File: src/rtl/exec_pkg.sv
// rtl/exec_pkg.sv - shared types and constants for the exec_stage sequencer
//
// Contents:
//    W, RW      default datapath width and register index width
//    alu_op_t   ALU operation encoding (ADD, SUB, AND, MVN)
//    shift_t    B-operand shift encoding (NONE, LSL1, LSR1, ASR1)
//    state_t    sequencer states (IDLE, RD_A, RD_B, EXEC, WB)
package exec_pkg;

   localparam int W  = 16;
   localparam int RW = 3;

   typedef enum logic [1:0] {
      ADD = 2'b00,
      SUB = 2'b01,
      AND = 2'b10,
      MVN = 2'b11
   } alu_op_t;

   typedef enum logic [1:0] {
      NONE = 2'b00,
      LSL1 = 2'b01,
      LSR1 = 2'b10,
      ASR1 = 2'b11
   } shift_t;

   typedef enum logic [2:0] {
      IDLE = 3'd0,
      RD_A = 3'd1,
      RD_B = 3'd2,
      EXEC = 3'd3,
      WB   = 3'd4
   } state_t;

endpackage

File: src/rtl/exec_alu.sv
// rtl/exec_alu.sv - combinational B shifter, ALU and status flag generation
//
// Optional feature macro: STATUS_OVF_EN (adds the v_o overflow output).
// Ports:
//    a_i       A operand register value
//    b_i       B operand register value (shifted here before use)
//    asel_i    1 forces the A operand to zero
//    op_i      ALU operation
//    shift_i   B shift selection
//    result_o  result modulo 2^W
//    z_o       result is zero
//    n_o       result sign bit
//    v_o       signed overflow for ADD/SUB, 0 for AND/MVN (STATUS_OVF_EN only)
module exec_alu #(
   parameter int W = exec_pkg::W
) (
   input  logic [W-1:0]     a_i,
   input  logic [W-1:0]     b_i,
   input  logic             asel_i,
   input  exec_pkg::alu_op_t op_i,
   input  exec_pkg::shift_t  shift_i,
   output logic [W-1:0]     result_o,
   output logic             z_o,
   output logic             n_o
`ifdef STATUS_OVF_EN
   ,
   output logic             v_o
`endif
);

   import exec_pkg::*;

   logic [W-1:0] ain;
   logic [W-1:0] bsh;

   always_comb begin
      bsh = b_i;
      unique case (shift_i)
         NONE:    bsh = b_i;
         LSL1:    bsh = {b_i[W-2:0], 1'b0};
         LSR1:    bsh = {1'b0, b_i[W-1:1]};
         ASR1:    bsh = {b_i[W-1], b_i[W-1:1]};
         default: bsh = b_i;
      endcase
   end

   assign ain = asel_i ? '0 : a_i;

   always_comb begin
      result_o = '0;
      unique case (op_i)
         ADD:     result_o = ain + bsh;
         SUB:     result_o = ain - bsh;
         AND:     result_o = ain & bsh;
         MVN:     result_o = ~bsh;
         default: result_o = '0;
      endcase
   end

   assign z_o = (result_o == '0);
   assign n_o = result_o[W-1];

`ifdef STATUS_OVF_EN
   // Overflow: operands that (after SUB's implicit negation) share a sign
   // produced a result of the opposite sign.
   always_comb begin
      v_o = 1'b0;
      unique case (op_i)
         ADD:     v_o = (ain[W-1] == bsh[W-1]) && (result_o[W-1] != ain[W-1]);
         SUB:     v_o = (ain[W-1] != bsh[W-1]) && (result_o[W-1] != ain[W-1]);
         default: v_o = 1'b0;
      endcase
   end
`endif

endmodule

File: src/rtl/exec_stage.sv
// rtl/exec_stage.sv - multi-cycle read/execute/writeback sequencer for an 8x16 register file
//
// Optional feature macro: STATUS_OVF_EN (V flag register; otherwise status_v is 0).
// Ports:
//    clk, reset_n          rising-edge clock, synchronous active-low reset
//    start                 command request, accepted only in IDLE
//    op, shift, asel       ALU operation, B shift, A-operand zero select
//    rn, rm, rd            source A, source B, destination register indices
//    rf_data_out           register file combinational read data
//    rf_readnum            register file read index
//    rf_writenum, rf_write register file write index and enable
//    rf_data_in            register file write data (the C register)
//    busy, done            not-IDLE indicator, one-cycle writeback pulse
//    c_out                 C register
//    status_z/n/v          zero, negative, signed-overflow flags
module exec_stage #(
   parameter int W  = exec_pkg::W,
   parameter int RW = exec_pkg::RW
) (
   input  logic          clk,
   input  logic          reset_n,
   input  logic          start,
   input  logic [1:0]    op,
   input  logic [1:0]    shift,
   input  logic          asel,
   input  logic [RW-1:0] rn,
   input  logic [RW-1:0] rm,
   input  logic [RW-1:0] rd,
   input  logic [W-1:0]  rf_data_out,
   output logic [RW-1:0] rf_readnum,
   output logic [RW-1:0] rf_writenum,
   output logic          rf_write,
   output logic [W-1:0]  rf_data_in,
   output logic          busy,
   output logic          done,
   output logic [W-1:0]  c_out,
   output logic          status_z,
   output logic          status_n,
   output logic          status_v
);

   import exec_pkg::*;

   state_t        state_q, state_d;
   alu_op_t       op_q;
   shift_t        shift_q;
   logic          asel_q;
   logic [RW-1:0] rn_q, rm_q, rd_q;
   logic [W-1:0]  a_q, b_q, c_q;
   logic          z_q, n_q;

   logic [W-1:0]  alu_result;
   logic          alu_z, alu_n;

`ifdef STATUS_OVF_EN
   logic          v_q;
   logic          alu_v;
`endif

   exec_alu #(.W(W)) u_alu (
      .a_i      (a_q),
      .b_i      (b_q),
      .asel_i   (asel_q),
      .op_i     (op_q),
      .shift_i  (shift_q),
      .result_o (alu_result),
      .z_o      (alu_z),
      .n_o      (alu_n)
`ifdef STATUS_OVF_EN
      ,
      .v_o      (alu_v)
`endif
   );

   always_comb begin
      state_d = state_q;
      unique case (state_q)
         IDLE:    if (start) state_d = RD_A;
         RD_A:    state_d = RD_B;
         RD_B:    state_d = EXEC;
         EXEC:    state_d = WB;
         WB:      state_d = IDLE;
         default: state_d = IDLE;
      endcase
   end

   always_ff @(posedge clk) begin
      if (!reset_n) begin
         state_q <= IDLE;
         op_q    <= ADD;
         shift_q <= NONE;
         asel_q  <= 1'b0;
         rn_q    <= '0;
         rm_q    <= '0;
         rd_q    <= '0;
         a_q     <= '0;
         b_q     <= '0;
         c_q     <= '0;
         z_q     <= 1'b0;
         n_q     <= 1'b0;
`ifdef STATUS_OVF_EN
         v_q     <= 1'b0;
`endif
      end else begin
         state_q <= state_d;
         unique case (state_q)
            IDLE: begin
               if (start) begin
                  op_q    <= alu_op_t'(op);
                  shift_q <= shift_t'(shift);
                  asel_q  <= asel;
                  rn_q    <= rn;
                  rm_q    <= rm;
                  rd_q    <= rd;
               end
            end
            RD_A: a_q <= rf_data_out;
            RD_B: b_q <= rf_data_out;
            EXEC: begin
               c_q <= alu_result;
               z_q <= alu_z;
               n_q <= alu_n;
`ifdef STATUS_OVF_EN
               v_q <= alu_v;
`endif
            end
            default: ;
         endcase
      end
   end

   // Only RD_B reads the B source; every other state presents rn_q.
   assign rf_readnum  = (state_q == RD_B) ? rm_q : rn_q;
   assign rf_writenum = rd_q;
   assign rf_write    = (state_q == WB);
   assign rf_data_in  = c_q;
   assign busy        = (state_q != IDLE);
   assign done        = (state_q == WB);
   assign c_out       = c_q;
   assign status_z    = z_q;
   assign status_n    = n_q;
`ifdef STATUS_OVF_EN
   assign status_v    = v_q;
`else
   assign status_v    = 1'b0;
`endif

endmodule

File: config.mk
export PLATFORM = sky130hd
export DESIGN_NAME = exec_stage
export DESIGN_NICKNAME = d
export VERILOG_FILES = /design/src/rtl/exec_pkg.sv /design/src/rtl/exec_alu.sv /design/src/rtl/exec_stage.sv
export SDC_FILE = /design/constraint.sdc
export NUM_CORES = 1
export LEC_CHECK = 0
export ABC_AREA = 0
export CAP_MARGIN = 0
export CORE_MARGIN = 2
export CORE_UTILIZATION = 35
export DETAILED_ROUTE_END_ITERATION = 10
export SLEW_MARGIN = 20
export SYNTH_ARGS = -nofsm -noshare
export SYNTH_HDL_FRONTEND = slang
export SYNTH_HIERARCHICAL = 1
export SYNTH_SLANG_ARGS = --single-unit
export TNS_END_PERCENT = 20
File: constraint.sdc
create_clock -name clk -period 3.9 [get_ports clk]
set_clock_uncertainty 0.2 [all_clocks]
set_input_delay 0.39 -clock clk [delete_from_list [all_inputs] [get_ports clk]]
set_output_delay 0.39 -clock clk [all_outputs]
set_load 0.03 [all_outputs]
==> flow_summary.json <==
{
  "placed_cell_area_sq_mm": 0.005832,
  "routed_wl_mm": 11.70,
  "synth-async-reset-ratio_pct": 0,
  "stdcell_area_sq_mm": 0.006366,
  "arrival_ns": 3.99,
  "synth.avg_cell_area_sq_um": 8.069,
  "worstSkewPairLatency_ns": 0.34,
  "grt_usage_pct": 16.37,
  "detailedPlace.worstSlack_ns": -0.1976,
  "drt_iter0_drc": 135,
  "timing.final.setup_violations": 1,
  "via_per_inst": 4.932,
  "diodes": 0,
  "area_growth_pct": 31.71,
  "die_width_microns": 121.5,
  "netlist_top_cells_count": "nand2_1, mux2i_1, dfxtp_1, a21oi_1, nor2_1",
  "net_count_after_synthesis": 650,
  "report.power.total_w": 0.003128,
  "sequential_cell_area_sq_mm": 0.001344,
  "remaining_drc_errors": 0,
  "htree_levels": 3,
  "worst-slew-pin-transition_ns": 0.6054,
  "post_synth_num_cell_types": 59,
  "synth_top_flop_cell": "dfxtp_1",
  "grt_first_pass_wirelength_mm": 19.33,
  "p_leak_nw": 2.615,
  "cts.reportedPaths.clkPinSlew_ns": 0.05,
  "synth_most_common_cell": "nand2_1",
  "netlist_top_cells_area": "dfxtp_1, mux2i_1, nand2_1",
  "power_per_cell_area_mw_per_mm2": 491.3,
  "cts-buffers-inserted": 9,
  "max_freq_mhz": 254.3,
  "postRouteAntennaNets": 0,
  "firstDrtPassIters": 4,
  "routed-via-count": 4291,
  "synthesis.area_sq_mm": 0.004833,
  "status": "finished with violations",
  "violations_in_the_final_reports": "setup timing",
  "timing.critical_path.from_type": "flip-flop",
  "grt_overflow": 0,
  "min_period_over_period_pct": 100.8,
  "portBuffers": 75,
  "min_path_type": "reg -> reg",
  "max-clock-path-buffers": 2,
  "design.portCount": 77,
  "slew_headroom_pct": 59.47,
  "nFillCells": 1300,
  "post_route_cells_drive_above_1_share_pct": 18.59,
  "clock_sinks": 67,
  "synth-edff-count": 0,
  "multi_input_area_sq_mm": 0.003261,
  "fin_setup_tns_ns": -0.03169,
  "slew_violations": 0,
  "worst_ir_drop_vdd_v": 0.0002260,
  "critPathRequiredTime_ns": 3.96,
  "tritoncts": "built",
  "final-hold-violation-count": 0,
  "synth_seq_cells": 67,
  "min_clock_period_post_route_ns": 3.932,
  "grt_pass1_vias": 4016,
  "number_of_buffers_inserted_for_hold_repair_after_clock_tree_synthesis": 0,
  "timing.critical_path.fanout_max": 5,
  "yosys.area.top_type_share_pct": 27.75,
  "ys_seq_area_share_pct": 27.75,
  "synth.yosys.warnings": 6,
  "globalplace.congestion": 0.8989,
  "postSynthCellCount": 599,
  "initial_utilization_pct": 36.21,
  "max-cap-violations": 0,
  "worst_case_setup_margin_in_the_final_layout_ns": -0.03169,
  "avgRoutedWirePerCell_microns": 13.45,
  "cts.root.buffer_cell": "clkbuf_16",
  "design.core.area_sq_mm": 0.01335,
  "dp.final_hpwl_mm": 8.882,
  "critPathCaptureType": "flip-flop",
  "yosys.area.top_type": "dfxtp_1",
  "grt_start_max_net_pins": 116,
  "antenna_found_initial": 0,
  "dieArea_sq_mm": 0.01477,
  "num-nets-final": 740,
  "grt_setup_unrepaired": "yes",
  "floorplan.die.height_microns": 121.5,
  "timing.setup.critical_path_class": "reg -> reg",
  "floorplan.rows": 42
}
[worst paths after layout]
check / endpoint / start / slack [ns] / cells after the start
setup / recovery: status_z / shift_q[0] / -0.03 / 17
hold reg to reg: a_q[12] / a_q[12] / 0.25 / 2
setup reg to reg: status_z / shift_q[0] / -0.03 / 17
hold / removal: a_q[12] / a_q[12] / 0.25 / 2
[per-layer routing]
metal | GRT usage (%) | vias up | share of wire [%] | wire length, microns
li1 | - | 2199 | - | -
met1 | 22.20 | 1988 | 51 | 5918
met2 | 25.74 | 85 | 44 | 5196
met3 | 2.867 | 19 | 3.0 | 355
met4 | 6.681 | 0 | 2.0 | 230
met5 | 0 | - | 0 | 0
[cells in the final DEF, fill, tap and decap left out, types with 4 or more instances in the layout]
cell type        netlist  routed
ha_1                  17      15
nor2_1                30      30
nor2b_1               20      19
buf_4                 25      59
clkbuf_16              0       9
o21ai_1                4       7
xnor2_1               13      12
and2_1                 4       4
nor3b_1               11       9
o21ai_0               22      16
inv_1                  9       9
a21oi_1               31      25
clkdlybuf4s50_1        0      74
dfxtp_1               67      65
nand2b_1              13      12
nand2_1              133     132
xor2_1                12      12
nor3_1                 8       8
a31oi_1                9       7
mux2i_1               81      80
mux2_2                 5       5
[cells by family after synthesis]
logic type,after synthesis,share of synthesized area [%]
AO/OA/AOI/OAI,86,10.74
XOR/XNOR,25,4.530
adder cells (fa/ha/maj),18,4.815
buffers and inverters,67,8.413
flip-flops,67,27.75
multiplexers,91,19.41
other,1,0.07759
AND/OR/NAND/NOR,244,24.26
[metrics by stage]
stage	cells	hold slack, ns	utilization, %
6_report	870	0.2518	47.69
5_1_grt	870	0.2684	47.69
4_1_cts	867	0.2539	46.41
3_5_place_dp	844	0.2425	43.69
3_3_place_gp	844	0.2390	43.69
2_1_floorplan	599	0.2302	-
[final cells by class]
type                    count  area share [%]
multi-input cells         465           51.22
clock inverters             6          0.7665
flip-flops and latches     67           21.11
clock buffers              10           3.597
inverters                  10          0.5896
well taps                 176           3.459
repair buffers            136           19.26
[report_power, final]
part	total (W)	switching, W	internal, W
logic	0.00161	0.000786	0.000819
registers	0.000775	0.0000427	0.000733
clock network	0.000747	0.000312	0.000435
total	0.00313	0.00114	0.00199
[timing repair]
| item | in CTS | in global routing |
|---|---|---|
| buffers inserted | 7 | 2 |
| resized for setup | 10 | 32 |
| setup endpoints to repair | 4 | 7 |
| pin swaps | 3 | 12 |
[state kept, by name (all words and copies together), names as in the netlist, 2 cells and up]
name and flops:
state_q 3, rf_writenum 3, c_out 16, op_q 2, b_q 16, rn_q 3
shift_q 2, a_q 16, rm_q 3
[worst max-delay path, cell delays in order (launching register included)]
cell and delay (ns):
dfxtp_2 0.34, mux2_4 0.30, mux2i_2 0.19, ha_2 0.23, nor2_1 0.06, xor2_1 0.15
ha_1 0.35, buf_4 0.16, nand2b_4 0.07, a21oi_4 0.07, and3b_1 0.20, nor4_1 0.31
a31oi_1 0.12, nand4bb_1 0.21, or4_1 0.43, nor4b_2 0.23, nand2_1 0.07, mux2i_1 0.15
Power figures use the tool's default switching activity.
